**config.mk**
```make
export PLATFORM = sky130hd
export DESIGN_NAME = serial_adder_sched
export DESIGN_NICKNAME = d
export VERILOG_FILES = /design/src/rtl/serial_adder_pkg.sv /design/src/rtl/adder_slice.sv /design/src/rtl/serial_adder_sched.sv
export SDC_FILE = /design/constraint.sdc
export NUM_CORES = 1
export LEC_CHECK = 0
export ABC_AREA = 1
export CELL_PAD_IN_SITES_DETAIL_PLACEMENT = 2
export CELL_PAD_IN_SITES_GLOBAL_PLACEMENT = 2
export CORE_AREA = 2 2 102 79
export CTS_BUF_LIST = sky130_fd_sc_hd__clkbuf_16
export DETAILED_ROUTE_END_ITERATION = 7
export DIE_AREA = 0 0 104 81
export PLACE_DENSITY = 0.79
export SETUP_SLACK_MARGIN = 0.5
export SLEW_MARGIN = 30
export SYNTH_ARGS = -nofsm -noshare
export SYNTH_HDL_FRONTEND = slang
export SYNTH_HIERARCHICAL = 1
export SYNTH_SLANG_ARGS = --single-unit
```
**constraint.sdc**
```tcl
create_clock -name clk -period 3.4 [get_ports clk]
set_clock_uncertainty 0.2 [all_clocks]
set_input_delay 0.85 -clock clk [delete_from_list [all_inputs] [get_ports clk]]
set_output_delay 0.85 -clock clk [all_outputs]
set_load 0.1 [all_outputs]
```
**src/rtl/serial_adder_pkg.sv**
```systemverilog
// ---------------------------------------------------------------------------
// serial_adder_pkg
// Shared definitions for the serial adder scheduler:
//   - state_e     : FSM encoding (IDLE / CALC / DONE)
//   - *_DEF       : default values for DATA_W, SLICE_W and REQS
//   - rr_pick()   : round-robin grant search over up to RR_MAX requesters
// ---------------------------------------------------------------------------
package serial_adder_pkg;

  localparam int DATA_W_DEF  = 8;
  localparam int SLICE_W_DEF = 2;
  localparam int REQS_DEF    = 2;

  // Widest request vector rr_pick can search.
  localparam int RR_MAX = 32;

  typedef enum logic [1:0] {
    IDLE = 2'd0,
    CALC = 2'd1,
    DONE = 2'd2
  } state_e;

  // Returns the first index i with valid[i] set, searching upward from
  // (last + 1) mod n with wrap. Returns 0 when nothing is valid; callers
  // qualify the result with |valid.
  function automatic int unsigned rr_pick(input logic [RR_MAX-1:0] valid,
                                          input int unsigned        last,
                                          input int unsigned        n);
    int unsigned pick;
    int unsigned idx;
    logic        found;
    pick  = 0;
    idx   = 0;
    found = 1'b0;
    for (int unsigned off = 1; off <= RR_MAX; off++) begin
      if (off <= n) begin
        idx = (last + off) % n;
        if (!found && valid[idx[4:0]]) begin
          pick  = idx;
          found = 1'b1;
        end
      end
    end
    return pick;
  endfunction

endpackage

```
**src/rtl/adder_slice.sv**
```systemverilog
// ---------------------------------------------------------------------------
// adder_slice
// Purely combinational W-bit unsigned adder with carry in/out.
// Ports:
//   a_i, b_i  in  W  operands
//   cin_i     in  1  carry-in
//   sum_o     out W  a_i + b_i + cin_i (low W bits)
//   cout_o    out 1  carry-out
// ---------------------------------------------------------------------------
module adder_slice #(
  parameter int W = 2
) (
  input  logic [W-1:0] a_i,
  input  logic [W-1:0] b_i,
  input  logic         cin_i,
  output logic [W-1:0] sum_o,
  output logic         cout_o
);

  assign {cout_o, sum_o} = {1'b0, a_i} + {1'b0, b_i} + {{W{1'b0}}, cin_i};

endmodule

```
**src/rtl/serial_adder_sched.sv**
```systemverilog
// ---------------------------------------------------------------------------
// serial_adder_sched
// Shares one SLICE_W-bit adder slice between REQS requesters. Each DATA_W-bit
// add is walked over NSL = DATA_W/SLICE_W cycles with the carry registered
// between slices. Requesters are granted round-robin.
//
// Optional feature (macro SERIAL_ADDER_SCHED_SUB_EN): adds io_req_sub; a
// subtract request stores rhs inverted and forces carry-in to 1, giving
// lhs - rhs with io_resp_cout = 1 meaning "no borrow".
//
// Ports:
//   clk            in   1            rising-edge clock
//   reset          in   1            synchronous, active-low reset
//   io_req_valid   in   REQS         per-requester request valid
//   io_req_ready   out  REQS         accept, one-hot or zero, IDLE only
//   io_req_lhs     in   REQS*DATA_W  requester i at [i*DATA_W +: DATA_W]
//   io_req_rhs     in   REQS*DATA_W  same packing as io_req_lhs
//   io_req_cin     in   REQS         per-requester carry-in
//   io_req_sub     in   REQS         subtract select (SUB_EN builds only)
//   io_resp_valid  out  1            result valid
//   io_resp_ready  in   1            consumer accept
//   io_resp_sum    out  DATA_W       sum
//   io_resp_cout   out  1            final carry-out
//   io_resp_id     out  ID_W         requester that was served
//   io_busy        out  1            high in CALC or DONE
// ---------------------------------------------------------------------------
module serial_adder_sched
  import serial_adder_pkg::*;
#(
  parameter int DATA_W  = DATA_W_DEF,
  parameter int SLICE_W = SLICE_W_DEF,
  parameter int REQS    = REQS_DEF,
  parameter int ID_W    = $clog2(REQS)
) (
  input  logic                     clk,
  input  logic                     reset,
  input  logic [REQS-1:0]          io_req_valid,
  output logic [REQS-1:0]          io_req_ready,
  input  logic [REQS*DATA_W-1:0]   io_req_lhs,
  input  logic [REQS*DATA_W-1:0]   io_req_rhs,
  input  logic [REQS-1:0]          io_req_cin,
`ifdef SERIAL_ADDER_SCHED_SUB_EN
  input  logic [REQS-1:0]          io_req_sub,
`endif
  output logic                     io_resp_valid,
  input  logic                     io_resp_ready,
  output logic [DATA_W-1:0]        io_resp_sum,
  output logic                     io_resp_cout,
  output logic [ID_W-1:0]          io_resp_id,
  output logic                     io_busy
);

  localparam int NSL   = DATA_W / SLICE_W;
  localparam int CNT_W = (NSL > 1) ? $clog2(NSL) : 1;

  state_e              state_q, state_d;
  logic [ID_W-1:0]     last_grant_q;
  logic [CNT_W-1:0]    k_q;
  logic [DATA_W-1:0]   lhs_q, rhs_q, sum_q;
  logic                carry_q, cout_q;
  logic [ID_W-1:0]     id_q;
  logic                resp_valid_q;

  logic                any_valid;
  logic [ID_W-1:0]     grant;
  logic                req_fire;
  logic                k_last;
  logic [DATA_W-1:0]   sel_lhs, sel_rhs;
  logic                sel_cin, sel_sub;
  logic [SLICE_W-1:0]  slice_a, slice_b, slice_sum;
  logic                slice_cout;

  assign any_valid = |io_req_valid;
  assign grant     = ID_W'(rr_pick(RR_MAX'(io_req_valid), 32'(last_grant_q), REQS));
  assign k_last    = (k_q == CNT_W'(NSL - 1));

  assign sel_lhs = io_req_lhs[grant*DATA_W +: DATA_W];
  assign sel_rhs = io_req_rhs[grant*DATA_W +: DATA_W];
  assign sel_cin = io_req_cin[grant];
`ifdef SERIAL_ADDER_SCHED_SUB_EN
  assign sel_sub = io_req_sub[grant];
`else
  assign sel_sub = 1'b0;
`endif

  // The single shared slice. carry_q holds cin for k=0 (loaded at the
  // handshake) and the previous slice's carry-out afterwards.
  assign slice_a = lhs_q[k_q*SLICE_W +: SLICE_W];
  assign slice_b = rhs_q[k_q*SLICE_W +: SLICE_W];

  adder_slice #(.W(SLICE_W)) u_slice (
    .a_i    (slice_a),
    .b_i    (slice_b),
    .cin_i  (carry_q),
    .sum_o  (slice_sum),
    .cout_o (slice_cout)
  );

  // Next-state and request-side outputs.
  always_comb begin
    state_d      = state_q;
    io_req_ready = '0;
    req_fire     = 1'b0;
    case (state_q)
      IDLE: begin
        // Gated by reset so nothing looks accepted while reset is held.
        if (any_valid && reset) begin
          io_req_ready[grant] = 1'b1;
          req_fire            = 1'b1;
          state_d             = CALC;
        end
      end
      CALC: begin
        if (k_last) state_d = DONE;
      end
      DONE: begin
        if (resp_valid_q && io_resp_ready) state_d = IDLE;
      end
      default: state_d = IDLE;
    endcase
  end

  always_ff @(posedge clk) begin
    if (!reset) begin
      state_q      <= IDLE;
      last_grant_q <= ID_W'(REQS - 1);
      k_q          <= '0;
      lhs_q        <= '0;
      rhs_q        <= '0;
      sum_q        <= '0;
      carry_q      <= 1'b0;
      cout_q       <= 1'b0;
      id_q         <= '0;
      resp_valid_q <= 1'b0;
    end else begin
      state_q <= state_d;
      case (state_q)
        IDLE: begin
          if (req_fire) begin
            lhs_q        <= sel_lhs;
            rhs_q        <= sel_sub ? ~sel_rhs : sel_rhs;
            carry_q      <= sel_sub ? 1'b1 : sel_cin;
            id_q         <= grant;
            last_grant_q <= grant;
            k_q          <= '0;
          end
        end
        CALC: begin
          sum_q[k_q*SLICE_W +: SLICE_W] <= slice_sum;
          carry_q                       <= slice_cout;
          if (k_last) begin
            cout_q <= slice_cout;
            k_q    <= '0;
          end else begin
            k_q <= k_q + 1'b1;
          end
        end
        DONE: begin
          // First DONE cycle publishes the registered result; the response
          // handshake is only possible once io_resp_valid is visible.
          if (!resp_valid_q) begin
            resp_valid_q <= 1'b1;
          end else if (io_resp_ready) begin
            resp_valid_q <= 1'b0;
          end
        end
        default: ;
      endcase
    end
  end

  assign io_resp_valid = resp_valid_q;
  assign io_resp_sum   = sum_q;
  assign io_resp_cout  = cout_q;
  assign io_resp_id    = id_q;
  assign io_busy       = (state_q != IDLE);

endmodule

```
Word level (Yosys, flattened, before mapping)
Cells that the tools add are included.
{"block": "totals", "reg_bits": 33, "input_bits": 39, "out_inout_bits": 14, "word_cells": 73}
{"block": "op_classes", "add_sub_neg": 6, "n_lt_le_gt_ge": 4, "n_eq_ne": 7, "n_shift": 6, "muxes": 27, "reduce_logical": 13}
{"op": "negation 3 -> 34 bit", "count": 1}
{"op": "variable shift 2 x 34 -> 8 bit, first input constant", "count": 1}
{"op": "variable part select 2 x 34 -> 8 bit", "count": 1}
{"op": "variable part select 16 x 5 -> 8 bit", "count": 2}
{"op": "variable part select 8 x 4 -> 2 bit", "count": 2}
{"op": "2-to-1 mux 1 bit", "count": 15}
{"op": "2-to-1 mux 2 bit", "count": 7}
{"op": "less-than comparator 1 x 6 -> 1 bit, second input constant", "count": 2}
{"op": "bitwise mux 8 bit", "count": 1}
{"op": "inequality test 2 bit, second input constant", "count": 4}
{"op": "one-hot mux 2 bit (3 select lines)", "count": 1}
{"op": "AND reduction 2 bit", "count": 3}
{"op": "equality test 2 bit, second input constant", "count": 2}
{"op": "logical AND 1 bit", "count": 4}
{"op": "one-hot mux 2 bit (2 select lines)", "count": 1}
{"op": "nonzero test 2 bit", "count": 2}
{"op": "adder 2 x 2 -> 3 bit", "count": 1}
{"op": "adder 3 x 1 -> 3 bit", "count": 1}
{"op": "AND reduction 3 bit", "count": 1}
{"op": "adder 1 bit, second input constant", "count": 2}
{"op": "adder 2 x 1 -> 2 bit, second input constant", "count": 1}
{"op": "equality test 2 x 1 -> 1 bit, second input constant", "count": 1}
{"op": "zero test 2 bit", "count": 1}
{"op": "less-than comparator 1 x 2 -> 1 bit, second input constant", "count": 1}
{"op": "other kinds (5)", "count": 5}

Logic depth before layout (Yosys ltp)
{"block": "logic_depth", "word_depth": 13, "depth_mapped": 12}

By module
Netlist, hierarchy kept.
{"module": "serial_adder_sched", "instances": 1, "cells_per_inst": 256, "area_per_inst_um2": 1736.7}
{"module": "adder_slice", "instances": 1, "cells_per_inst": 10, "area_per_inst_um2": 70.1}

Least setup slack after synthesis
OpenSTA, ideal clock, no wires.
{"block": "synth_path", "kind": "input -> output", "startpoint": "input reset", "endpoint": "output io_req_ready[0]", "arrival_ns": 2.508, "required_ns": 2.350, "slack_ns": -0.158, "cell_stages": 4, "path_buffers": 2, "path_cell_list": "buf_4 -> nand3_4 -> buf_6 -> nor2_1"}
{"block": "synth_between", "elab_chain_cells": 3}
{"element": "start, declared", "line": "serial_adder_sched.sv:36", "text": "input logic reset,"}
{"element": "logical AND 1 bit", "line": "serial_adder_sched.sv:107", "text": "if (any_valid && reset) begin"}
{"element": "2-to-1 mux 2 bit", "line": "serial_adder_sched.sv:107"}
{"element": "2-to-1 mux 2 bit", "line": "serial_adder_sched.sv:104", "text": "case (state_q)"}
{"element": "end, declared", "line": "serial_adder_sched.sv:38", "text": "output logic [REQS-1:0] io_req_ready,"}
Every way passes these cells.

Worst setup path after layout
{"block": "layout_path", "startpoint": "input io_req_valid[1]", "endpoint": "output io_req_ready[1]"}
{"block": "layout_between", "elab_chain_cells": 12}
{"element": "start, declared", "line": "serial_adder_sched.sv:37", "text": "input logic [REQS-1:0] io_req_valid,"}
{"element": "2-to-1 mux 1 bit (not written as such) (2 in a row)", "line": "serial_adder_pkg.sv:38", "text": "if (!found && valid[idx[4:0]]) begin"}
{"element": "2-to-1 mux 1 bit", "line": "serial_adder_pkg.sv:38"}
{"element": "zero test 1 bit", "line": "serial_adder_pkg.sv:38"}
{"element": "logical AND 1 bit", "line": "serial_adder_pkg.sv:38"}
{"element": "2-to-1 mux 1 bit", "line": "serial_adder_pkg.sv:38"}
{"element": "less-than comparator 1 x 2 -> 1 bit (not written as such) / greater-or-equal comparator 1 bit (equally long branches)", "line": "serial_adder_sched.sv:108", "text": "io_req_ready[grant] = 1'b1;"}
{"element": "logical AND 1 bit (not written as such)", "line": "serial_adder_sched.sv:108"}
{"element": "2-to-1 mux 1 bit (not written as such)", "line": "serial_adder_sched.sv:108"}
{"element": "demux 1 bit (select 1 bit)", "line": "serial_adder_sched.sv:108"}
{"element": "2-to-1 mux 2 bit *", "line": "serial_adder_sched.sv:107"}
{"element": "2-to-1 mux 2 bit *", "line": "serial_adder_sched.sv:104"}
Every way passes the cells marked *; elsewhere a longest branch is shown, timed or not. The select of a mux whose other input is x is not followed.

==> results.ini <==
[run_status]
status=completed

[critical_path]
path_class=in2out
cpPeakStageDelay_ns=0.25
path_cells=clkdlybuf4s15_1, inv_2, nand2_2, nand3_4, clkinv_8, nand2_2, clkinvlp_4, buf_12
arrival_ns=1.81
critPathTopFamily=buffers and inverters
crit_path_end_kind=primary output
cp_max_fo=3
cp.required_ns=2.35
cpMostUsedCell=nand2_2
worst-path-buf-inv=5
crit_path_start_kind=input port
cp_slowest_cell=clkdlybuf4s15_1

[timing]
max_slew_margin_pct=74.8
fin_setup_tns_ns=0
setup_viol=0
hold_viol=0
tightest_slew_ns=0.378
maxSlewViolCount=0
timing.final.ws_setup_ns=0.544
finalCriticalPeriod_ns=2.86
rsz0062_at_grt=yes
max_freq_mhz=350
holdWs_ns=0.261
finalCritPeriodShare_pct=84.0

[cts]
cts.sinks=33
cts_tree=yes
cts_made_buffers=5
cts_htree_levels=2
cts_buffer_depth=2
insertion_delay_ns=0.28
clk_transition_reported_paths_ns=0.05
cts_root_buffer=clkbuf_16

[synthesis]
synthTopCellsByArea=dfxtp_1 37%, nand2_1 21%, a21oi_1 7.8%
ys_ff_latch=33
mappedNetlistArea_um2=1810
ys_seq_area_share_pct=36.6
synth_warnings=6
syn_area_per_cell_um2=6.79
syn_nets=313
synth_top_area_cell=dfxtp_1
ys_types=27
yosysTopAreaCellShare_pct=36.6
syn_inst=266

[routing]
drt-pass1-iter-count=5
ant_nets=0
post_drt_wl_per_cell_um=13.5
wirelength_um=5840
via_per_inst=4.34
vias=1872
drt_iter0_drc=69
drc=0

[die]
core_um2=7570
die_w_um=104
start_util_pct=23.9
rows=28
ioPinCount=53
die-area_um2=8420
die_h_um=81

[worst_hold_path]
hp-class=reg2reg

[global_routing]
grt_pass1_wl_um=9620
grt_use_total_pct=14.4
antenna_found_initial=0
grt_pass1_vias=1984
grt_max_degree=23
overflow=0

[pwr]
vdd_drop_max_mv=0.161
p_int_w=0.000896
p_seq_share_pct=33.1
p_comb_share_pct=29.5
p_switching_w=0.000444
total_power_w=0.00134
pwr_density_cell_nw_per_um2=509
p_sw_share_pct=33.2
leakage_nw=1.13
p_clk_share_pct=37.4

[finish]
areaGrowthSynthToFinish_pct=45.8
post_route_cells_drive_above_1_share_pct=15.0
nNetsFinal=372
post-route-cell-area_um2=2630
diodes=0

[place]
gp_congestion=0.702
io_buffers=52
dpl_worst_slack_ns=0.121
dp.final_hpwl_um=4250
placed_area_um2=2420

[flow_run]
cap_violations=0

[repair_timing]
| action | CTS | global route |
|---|---|---|
| pin swaps | 1 | 0 |
| hold buffers | 0 | 0 |
| buffers inserted | 1 | 4 |
| endpoints found under the setup margin | 4 | 3 |
| resized for setup | 7 | 2 |
[layout make-up]
| class | instances | area [um2] |
|---|---|---|
| Tap cell | 105 | 131 |
| Inverter | 26 | 120 |
| Clock inverter | 3 | 37.5 |
| Timing Repair Buffer | 62 | 583 |
| Multi-Input combinational cell | 197 | 975 |
| Fill cell | 901 | 4930 |
| Clock buffer | 5 | 125 |
| Sequential cell | 33 | 662 |
[tightest hold or removal path, delay by kind of cell, from the launching register on]
kind	cells	cell delay, ns
compound gates	1	0.05
flops	1	0.30
simple gates	1	0.06
[sequential cells by signal, indices dropped and copies added (netlist names), 2 cells and up]
| signal | flops |
|---|---|
| rhs_q | 8 |
| state_q | 2 |
| io_resp_sum | 8 |
| lhs_q | 8 |
| k_q | 2 |
[synth_stat cells]
| cell | instances |
|---|---|
| a211o_1 | 1 |
| inv_1 | 21 |
| nand3_1 | 9 |
| buf_2 | 1 |
| nand4_1 | 3 |
| fa_1 | 2 |
| a21oi_2 | 2 |
| nor2_1 | 18 |
| nand2_1 | 103 |
| nand3_4 | 1 |
| nand2_4 | 2 |
| nor2_2 | 1 |
| nand2_2 | 2 |
| o22ai_1 | 4 |
| clkinv_4 | 1 |
| nor2_4 | 1 |
| buf_8 | 1 |
| ha_1 | 6 |
| o21ai_0 | 14 |
| inv_4 | 1 |
| buf_4 | 3 |
| dfxtp_1 | 33 |
| a21oi_1 | 28 |
| clkinv_1 | 1 |
| inv_2 | 2 |
| buf_6 | 2 |
| clkbuf_1 | 3 |
[stage by stage]
stage	std cells	utilization, %
floorplan	266	-
global placement	418	32.0
detailed placement	418	32.0
CTS	427	34.4
global route	431	34.8
finish	431	34.8
[power groups by stage]
stage	sequential, W	combinational, W	clock (W)
after floorplan	0.000478	0.000226	0
after global placement	0.000449	0.000368	0
after detailed placement	0.000450	0.000380	0
after CTS	0.000444	0.000392	0.000516
after global routing	0.000449	0.000444	0.000532
final	0.000444	0.000395	0.000501
[cell usage in the layout (no fill, tap or decap), drive strengths merged]
master         synthesis  final
fa                     2      2
nand3                 10     10
a211o                  1      1
inv                   24     23
o21ai                 14     14
o22ai                  4      4
dfxtp                 33     33
nand2                107    107
buf                    7     24
clkbuf                 3      5
nor2                  20     20
clkdlybuf4s15          0      1
ha                     6      6
dlygate4sd2            0      2
bufinv                 0      1
nand4                  3      3
a21oi                 30     30
clkinvlp               0      2
clkdlybuf4s50          0     35
clkinv                 2      3
[kinds of logic after synthesis]
kind of cell    share of synthesized area (%)
buf+inv                                  10.0
simple gates                             32.5
fa+ha+maj                                6.37
compound gates                           14.5
flops                                    36.6
[routing by layer]
layer	global-route usage [%]	up-vias	routed length [um]
met2	25.0	38	2710
met1	17.8	875	2840
met4	3.65	0	36
met3	4.17	4	253
li1	-	955	-
met5	0	-	0
[path summary, 6_finish.rpt]
check	start	to	slack, ns	cells past startpoint
setup / recovery	io_req_valid[1]	io_req_ready[1]	0.54	8
hold / removal	lhs_q[3]	lhs_q[3]	0.26	2
setup reg to reg	k_q[1]	io_resp_sum[7]	0.69	10
hold reg to reg	lhs_q[3]	lhs_q[3]	0.26	2
Note: power is estimated with default switching activity, not from simulation.
